### src/rtl/wb_port_arbiter.sv
// wb_port_arbiter: register-file writeback port arbiter (ALU/load/link/accelerator) with load stall FSM
// Ports: clk, rst_n (async active-low); ex_valid/ex_cls/ex_rd from EX/MEM; ld_valid load return pulse;
// acc_req/acc_rd/acc_gnt accelerator result handshake; stall to core; wb_sel/rf_we/rf_rd registered writeback.
// Macro WB_ACC_PORT_EN enables accelerator sharing with a starvation-bounded forced grant.
module wb_port_arbiter #(
  parameter int STARVE_LIMIT = 4,
  parameter int RD_W = 5
) (
  input  logic            clk,
  input  logic            rst_n,
  input  logic            ex_valid,
  input  logic [1:0]      ex_cls,
  input  logic [RD_W-1:0] ex_rd,
  input  logic            ld_valid,
  input  logic            acc_req,
  input  logic [RD_W-1:0] acc_rd,
  output logic            acc_gnt,
  output logic            stall,
  output logic [1:0]      wb_sel,
  output logic            rf_we,
  output logic [RD_W-1:0] rf_rd
);
  typedef enum logic {RUN, LD_WAIT} state_t;
  state_t state_q, state_d;
  logic [RD_W-1:0] ld_rd_q, ld_rd_d, rf_rd_q, rf_rd_d;
  logic [1:0] wb_sel_q, wb_sel_d;
  logic rf_we_q, rf_we_d;
  logic run, core_wr, core_ld, ld_ret, gnt;
  assign run = state_q == RUN;
  assign core_wr = run && ex_valid && (ex_cls == 2'd0 || ex_cls == 2'd2);
  assign core_ld = run && ex_valid && ex_cls == 2'd1;
  assign ld_ret = !run && ld_valid;
`ifdef WB_ACC_PORT_EN
  localparam logic [3:0] LIM = 4'(STARVE_LIMIT);
  logic [3:0] starve_q, starve_d;
  // In LD_WAIT the returning load always wins; a saturated counter simply waits for the next free cycle.
  assign gnt = acc_req && (run ? (starve_q == LIM || !(core_wr || core_ld)) : !ld_valid);
  always_comb starve_d = (acc_req && !gnt) ? (starve_q == LIM ? LIM : starve_q + 4'd1) : 4'd0;
  always_ff @(posedge clk or negedge rst_n)
    if (!rst_n) starve_q <= 4'd0;
    else starve_q <= starve_d;
`else
  logic unused_acc;
  assign unused_acc = ^{acc_req, acc_rd};
  assign gnt = 1'b0;
`endif
  assign acc_gnt = gnt;
  assign stall = run ? (core_ld || (core_wr && gnt)) : !ld_valid;
  always_comb begin
    state_d = state_q;
    ld_rd_d = ld_rd_q;
    if (core_ld && !gnt) begin
      state_d = LD_WAIT;
      ld_rd_d = ex_rd;
    end
    if (ld_ret) state_d = RUN;
    // ALU/LINK class encodings equal their mux selects (0/2).
    wb_sel_d = gnt ? 2'd3 : core_wr ? ex_cls : ld_ret ? 2'd1 : wb_sel_q;
    rf_rd_d = gnt ? acc_rd : core_wr ? ex_rd : ld_ret ? ld_rd_q : rf_rd_q;
    rf_we_d = (gnt || core_wr || ld_ret) && rf_rd_d != '0;
  end
  always_ff @(posedge clk or negedge rst_n)
    if (!rst_n) begin
      state_q <= RUN;
      ld_rd_q <= '0;
      wb_sel_q <= 2'd0;
      rf_we_q <= 1'b0;
      rf_rd_q <= '0;
    end else begin
      state_q <= state_d;
      ld_rd_q <= ld_rd_d;
      wb_sel_q <= wb_sel_d;
      rf_we_q <= rf_we_d;
      rf_rd_q <= rf_rd_d;
    end
  assign wb_sel = wb_sel_q;
  assign rf_we = rf_we_q;
  assign rf_rd = rf_rd_q;
endmodule

### config.mk
export PLATFORM = sky130hd
export DESIGN_NAME = wb_port_arbiter
export DESIGN_NICKNAME = d
export VERILOG_FILES = /design/src/rtl/wb_port_arbiter.sv
export SDC_FILE = /design/constraint.sdc
export NUM_CORES = 1
export LEC_CHECK = 0
export CAP_MARGIN = 20
export CELL_PAD_IN_SITES_DETAIL_PLACEMENT = 0
export CELL_PAD_IN_SITES_GLOBAL_PLACEMENT = 1
export CORE_UTILIZATION = 31
export CTS_CLUSTER_SIZE = 12
export DETAILED_ROUTE_END_ITERATION = 10
export PLACE_DENSITY_LB_ADDON = 0.1
export SETUP_SLACK_MARGIN = 0.02
export SLEW_MARGIN = 20
export SYNTH_ARGS = -nofsm -noshare
export SYNTH_HDL_FRONTEND = slang
export SYNTH_SLANG_ARGS = --single-unit
### constraint.sdc
create_clock -name clk -period 1.7 [get_ports clk]
set_input_delay 0.425 -clock clk [delete_from_list [all_inputs] [get_ports clk]]
set_output_delay 0.425 -clock clk [all_outputs]
set_load 0.02 [all_outputs]
* After elaboration in Yosys (flattened, before gate mapping)
Index checks and enable logic that the tools add are counted.
** Storage, ports and cells
- Bits in registers :: 14
- Input bits :: 17
- Output and inout port bits :: 10
- Word-level logic and storage cells :: 27
** Operators by class
- Equal/unequal tests :: 2
- Mux-type cells :: 7
- Bitwise logic cells :: 1
- Reduce and logical (&&, ||, !) cells :: 12
** Operator list (number)
- 2-to-1 mux 5 bit :: 2
- logical AND 1 bit :: 5
- nonzero test 5 bit :: 1
- 2-to-1 mux 2 bit :: 2
- nonzero test 2 bit :: 2
- 2-to-1 mux 1 bit :: 3
- equality test 2 x 1 -> 1 bit (second input constant) :: 1
- equality test 2 bit (second input constant) :: 1
- logical NOT 2 bit :: 1
- logical OR 1 bit :: 2
- logical NOT 1 bit :: 1
- NOT 1 bit :: 1

* Depth between registers and ports, before layout
- Depth after elaboration :: 6
- Mapped depth :: 5

* Least setup slack after synthesis
No wires, ideal clock.
- Path type :: input-to-reg
- Start point :: input port ex_cls[0]
- End point :: register rf_we_q, in the netlist rf_we
- Setup time :: 0.129 ns
- Arrival time :: 1.445 ns
- Data required time :: 1.571 ns
- Slack :: 0.125 ns
- Stages :: 5
- Cell sequence :: or3b_4 buf_6 nor2_2 a21oi_1 o41a_1
** On the way
- Longest elaborated chain between the ends :: 6
- Elaborated cells on any way between the ends :: 8
** RTL lines
- from (decl) :: line 12 : input logic [1:0] ex_cls,
- equality test 2 bit or logical NOT 2 bit (tied branches) :: line 30 : assign core_wr = run && ex_valid && (ex_cls == 2'd0 || ex_cls == 2'd2);
- logical OR 1 bit (*) :: line 30
- logical AND 1 bit (*) :: line 30
- 2-to-1 mux 5 bit (*) :: line 59 : rf_rd_d = gnt ? acc_rd : core_wr ? ex_rd : ld_ret ? ld_rd_q : rf_rd_q;
- via rf_rd_d[3] :: line 25 : logic [RD_W-1:0] ld_rd_q, ld_rd_d, rf_rd_q, rf_rd_d;
- nonzero test 5 bit (*) :: line 60 : rf_we_d = (gnt || core_wr || ld_ret) && rf_rd_d != '0;
- logical AND 1 bit (*) :: line 60
- via rf_we_d :: line 27 : logic rf_we_q, rf_we_d;
- to (signal assigned) :: line 73 : rf_we_q <= rf_we_d;
- to (decl) :: line 27
The timed path passes the listed nets; every way through them passes the cells marked *.
A chain may end at the register's enable or synchronous reset.

* Final worst setup path
- Start point :: register state_q
- End point :: register rf_we_q, in the netlist rf_we
** On the way
- Longest elaborated chain between the ends :: 6
- Elaborated cells on any way between the ends :: 9
** RTL lines
- from (decl) :: line 24 : state_t state_q, state_d;
- from (signal assigned) :: line 70 : state_q <= state_d;
- NOT 1 bit :: line 29 : assign run = state_q == RUN;
- logical AND 1 bit (2 in series) :: line 30
- 2-to-1 mux 5 bit (*) :: line 59
- via rf_rd_d[2] :: line 25
- nonzero test 5 bit (*) :: line 60
- logical AND 1 bit (*) :: line 60
- via rf_we_d :: line 27
Marks and branches as above.

==> report_table.html <==
<table>
<tr><th>Metric</th><th>Value</th></tr>
<tr><th colspan="2">Run status</th></tr>
<tr><td>Failing checks</td><td>negative setup slack</td></tr>
<tr><td>Outcome</td><td>complete, but fails checks</td></tr>
<tr><th colspan="2">Final layout</th></tr>
<tr><td>Number of filler cells placed in the layout</td><td>199</td></tr>
<tr><td>Non-filler instance count after layout</td><td>116</td></tr>
<tr><td>Area taken by multi-input logic gates</td><td>294.0 um^2</td></tr>
<tr><td># diodes</td><td>0</td></tr>
<tr><td>Area added between synthesis and finish</td><td>61.15%</td></tr>
<tr><td>Highest-count cells in the layout ignoring fill and taps</td><td>14 x sky130_fd_sc_hd__dfrtp_1, 13 x sky130_fd_sc_hd__buf_4, 7 x sky130_fd_sc_hd__dlymetal6s2s_1</td></tr>
<tr><td>Most common cell after layout, fill and taps aside</td><td>sky130_fd_sc_hd__dfrtp_1</td></tr>
<tr><td>Storage cell area</td><td>350.3 um^2</td></tr>
<tr><td>Share of post-route cells with drive strength above 1</td><td>39.33%</td></tr>
<tr><td>Total Nets Final</td><td>107</td></tr>
<tr><th colspan="2">Floorplanning</th></tr>
<tr><td>Placeable core region</td><td>1962 um^2</td></tr>
<tr><td>Total I/O pin count</td><td>27</td></tr>
<tr><td>Die Outline Area</td><td>2286 um^2</td></tr>
<tr><td>Number of rows created at floorplan</td><td>16</td></tr>
<tr><td>Initial core utilization</td><td>33.16%</td></tr>
<tr><td>Die Height</td><td>47.81 um</td></tr>
<tr><td>Overall die width</td><td>47.81 um</td></tr>
<tr><th colspan="2">Global route</th></tr>
<tr><td>Vias in the first global route</td><td>503</td></tr>
<tr><td>Overall routing resource usage</td><td>13.86%</td></tr>
<tr><td>Total overflow reported by the global router</td><td>0</td></tr>
<tr><td>First-pass GRT wire length</td><td>2201 um</td></tr>
<tr><td>Largest net degree at the start of global routing</td><td>15</td></tr>
<tr><td>GR peak layer</td><td>met2</td></tr>
<tr><td>Met2 track utilization from global routing</td><td>21.89%</td></tr>
<tr><td>Met1 GRT Util</td><td>19.11%</td></tr>
<tr><td>Number of antenna violations at the first check in global routing</td><td>0</td></tr>
<tr><td>Met3 Resource Use GR</td><td>4.528%</td></tr>
<tr><th colspan="2">Power and ir drop</th></tr>
<tr><td>Switching Fraction</td><td>28.47%</td></tr>
<tr><td>P_leak</td><td>0.5598 nW</td></tr>
<tr><td>Switching pwr</td><td>0.2800 mW</td></tr>
<tr><td>Internal power contribution</td><td>0.7034 mW</td></tr>
<tr><td>Design Power</td><td>0.9833 mW</td></tr>
<tr><td>Peak supply drop</td><td>0.6462 mV</td></tr>
<tr><td>Power per cell area</td><td>937.8 nW/um^2</td></tr>
<tr><td>Share of total power in sequential cells</td><td>43.6%</td></tr>
<tr><td>Share of total power in combinational logic</td><td>32.6%</td></tr>
<tr><td>Clock share of power</td><td>23.7%</td></tr>
<tr><th colspan="2">Logic synthesis</th></tr>
<tr><td>Top cell type's share of synthesized area</td><td>53.85%</td></tr>
<tr><td>Dominant combinational cell family by area after synthesis</td><td>compound AO/OA/AOI/OAI gates</td></tr>
<tr><td>Count of state elements after synthesis</td><td>14</td></tr>
<tr><td>Synth area leader</td><td>sky130_fd_sc_hd__dfrtp_1</td></tr>
<tr><td>Summed instance area of the synthesized netlist</td><td>650.6 um^2</td></tr>
<tr><td>Synthesized Nets</td><td>72</td></tr>
<tr><td>Post-synthesis mux area share</td><td>13.27%</td></tr>
<tr><td>Number of cells produced by synthesis</td><td>55</td></tr>
<tr><td>Synth Area in XOR/XNOR</td><td>0%</td></tr>
<tr><td>Synth warnings</td><td>0</td></tr>
<tr><td>Share of the synthesized area in compound gates (AO/OA/AOI/OAI)</td><td>13.27%</td></tr>
<tr><td>Distinct cell type count of the synthesized netlist</td><td>23</td></tr>
<tr><td>Fraction of the mapped netlist area in simple logic gates</td><td>12.50%</td></tr>
<tr><td>Share of synthesized area occupied by flip-flops and latches</td><td>53.85%</td></tr>
<tr><td>Area contributors post-synth</td><td>sky130_fd_sc_hd__dfrtp_1 54%, sky130_fd_sc_hd__mux2_2 8.7%, sky130_fd_sc_hd__mux2i_1 4.6%</td></tr>
<tr><td>Synth Area per Inst</td><td>11.83 um^2</td></tr>
<tr><td>Post-Synth Adder-Cell Area</td><td>0%</td></tr>
<tr><th colspan="2">Routing</th></tr>
<tr><td>DRT iter0 DRCs</td><td>8</td></tr>
<tr><td>Total wirelength of the detailed-routed design</td><td>1393 um</td></tr>
<tr><td>Via Count</td><td>537</td></tr>
<tr><td>Antenna-violating nets left</td><td>0</td></tr>
<tr><td>Number of remaining DRC errors</td><td>0</td></tr>
<tr><td>Wire length per cell after detailed routing</td><td>12.01 um</td></tr>
<tr><td>First drt pass iteration count</td><td>4</td></tr>
<tr><td>Via-to-Cell Ratio</td><td>4.629</td></tr>
<tr><th colspan="2">STA</th></tr>
<tr><td># setup viols final</td><td>1</td></tr>
<tr><td>RSZ-0062 raised after global routing</td><td>true</td></tr>
<tr><td>Final count of hold timing violations</td><td>0</td></tr>
<tr><td>Post-route clock period utilization</td><td>101.4%</td></tr>
<tr><td>Total count of max-transition violations in the final report</td><td>0</td></tr>
<tr><td>Max frequency</td><td>579.9 MHz</td></tr>
<tr><td>Least setup slack across all paths after layout</td><td>-0.02448 ns</td></tr>
<tr><td>Final Critical Period</td><td>1.724 ns</td></tr>
<tr><td>Clock skew</td><td>0.003607 ns</td></tr>
<tr><th colspan="2">Run</th></tr>
<tr><td>Max Cap Violations</td><td>0</td></tr>
<tr><th colspan="2">Clock network</th></tr>
<tr><td>Number of levels the H-tree was split into</td><td>1</td></tr>
<tr><td>Cts bufs inserted</td><td>3</td></tr>
<tr><td>Clock tree buffer depth</td><td>2</td></tr>
<tr><td>Clock tree root driver cell</td><td>sky130_fd_sc_hd__clkbuf_4</td></tr>
<tr><td>Clk Latency, worst-skew pair</td><td>0.27 ns</td></tr>
<tr><td>Clock-pin slew reported for the worst setup and hold paths after clock tree synthesis</td><td>0.08 ns</td></tr>
<tr><td>Number of hold buffers added after CTS</td><td>0</td></tr>
<tr><td>CTS sink cnt</td><td>14</td></tr>
<tr><td>Clock tree from TritonCTS</td><td>yes</td></tr>
<tr><th colspan="2">Worst setup path</th></tr>
<tr><td>Biggest cell delay along the critical path</td><td>0.43 ns</td></tr>
<tr><td>CP arrival</td><td>1.88 ns</td></tr>
<tr><td>Critical Path, Cell by Cell</td><td>buf_6 -&gt; or3b_4 -&gt; nor2_2 -&gt; a21oi_2 -&gt; o41a_1</td></tr>
<tr><td>Crit path launch type</td><td>flip-flop</td></tr>
<tr><td>Critical path start-end classification</td><td>flip-flop to flip-flop</td></tr>
<tr><td>CP Capture Type</td><td>flip-flop</td></tr>
<tr><td>Maximum fanout count along the critical path</td><td>8</td></tr>
<tr><td>Required arrival time at the worst endpoint</td><td>1.86 ns</td></tr>
<tr><td>Slowest cell on the critical path</td><td>sky130_fd_sc_hd__dfrtp_1</td></tr>
<tr><th colspan="2">Place</th></tr>
<tr><td>Cell count after placement</td><td>107</td></tr>
<tr><td>DP Wirelength</td><td>988.3 um</td></tr>
<tr><td>Number of port buffers</td><td>19</td></tr>
<tr><td>GPL Wtd Cong</td><td>0.7620</td></tr>
<tr><th colspan="2">Hold path</th></tr>
<tr><td>Worst min-delay path category</td><td>input port to async pin</td></tr>
</table>
-- metal layers --
layer | vias up | part of all wire, % | wire length, um
met1 | 258 | 47 | 657
met4 | 0 | 0.57 | 8
li1 | 261 | - | -
met3 | 2 | 4.7 | 65
met5 | - | 0 | 0
met2 | 16 | 48 | 662
-- through the flow --
| step | area [um^2] | hold slack (ns) | utilization [%] | worst slack, ns | setup TNS, ns |
|---|---|---|---|---|---|
| after floorplan | 650.6 | 0.1294 | - | 0.1254 | 0 |
| after global placement | 918.4 | 0.4833 | 46.81 | -0.7087 | -2.987 |
| after detailed placement | 918.4 | 0.4952 | 46.81 | -0.7075 | -3.034 |
| after CTS | 1031 | 0.4517 | 52.55 | -0.01640 | -0.01640 |
| after global routing | 1049 | 0.4805 | 53.44 | -0.07574 | -0.1505 |
| final | 1049 | 0.4488 | 53.44 | -0.02448 | -0.02448 |
-- cells by family (layout without fill, tap and decap cells) --
family / count (synthesis) / in the layout
other: 1 / 1
muxes: 8 / 8
buffers and inverters: 7 / 41
and+or+nand+nor: 13 / 13
DFF: 14 / 14
AOI/OAI and AO/OA: 12 / 12
-- path summary, 6_finish.rpt --
check / startpoint / endpoint / slack [ns] / depth (start not counted)
min in group clk: wb_sel[1] / wb_sel[1] / 0.50 / 2
max: state_q / rf_we / -0.02 / 5
min: rst_n / state_q / 0.45 / 2
min reg2reg: wb_sel[1] / wb_sel[1] / 0.50 / 2
max in group asynchronous: rst_n / rf_rd[4] / 1.08 / 2
max reg2reg: state_q / rf_we / -0.02 / 5
-- state kept, by name, indices dropped and copies added, names as in the netlist --
register	flops
state_q	1
wb_sel	2
rf_we	1
rf_rd	5
ld_rd_q	5
-- worst max-delay path: cells and delay by family, from the launching register on --
family	cells	cell delay, ns
compound gates	2	0.45
buf+inv	1	0.16
flops	1	0.43
simple gates	2	0.57
-- power groups by stage --
stage | clock, mW | sequential (mW) | combinational [mW]
finish | 0.233 | 0.429 | 0.321
global route | 0.259 | 0.438 | 0.347
CTS | 0.243 | 0.432 | 0.329
detailed placement | 0 | 0.437 | 0.310
global placement | 0 | 0.437 | 0.306
floorplan | 0 | 0.480 | 0.115
-- cell type report --
cell class	instances	area share (%)
timing repair buffer	34	30.79
tap	27	3.222
sequential	14	33.41
inverter	3	1.074
multi-input combinational	34	28.04
clock buffer	4	3.461
-- repair_timing --
action	in CTS	in global routing
gates resized for setup	20	7
pin swaps	4	1
setup endpoints to repair	3	9
buffers inserted	5	0
-- Yosys cell counts --
master                     instances
sky130_fd_sc_hd__buf_2             1
sky130_fd_sc_hd__or2_1             1
sky130_fd_sc_hd__a21o_1            2
sky130_fd_sc_hd__inv_1             3
sky130_fd_sc_hd__dfrtp_1          14
sky130_fd_sc_hd__a21bo_2           2
sky130_fd_sc_hd__nor4b_1           2
sky130_fd_sc_hd__o41a_1            1
sky130_fd_sc_hd__mux2i_1           3
sky130_fd_sc_hd__nand2_1           2
sky130_fd_sc_hd__buf_4             2
sky130_fd_sc_hd__a21oi_1           3
sky130_fd_sc_hd__nor2_2            1
sky130_fd_sc_hd__or3b_4            1
sky130_fd_sc_hd__nor4bb_1          1
sky130_fd_sc_hd__conb_1            1
sky130_fd_sc_hd__a31oi_1           2
sky130_fd_sc_hd__o21ai_0           1
sky130_fd_sc_hd__a21boi_0          1
sky130_fd_sc_hd__nor2_1            2
sky130_fd_sc_hd__nand3_1           3
sky130_fd_sc_hd__buf_6             1
sky130_fd_sc_hd__mux2_2            5
Note: power is estimated with default switching activity, not from simulation.
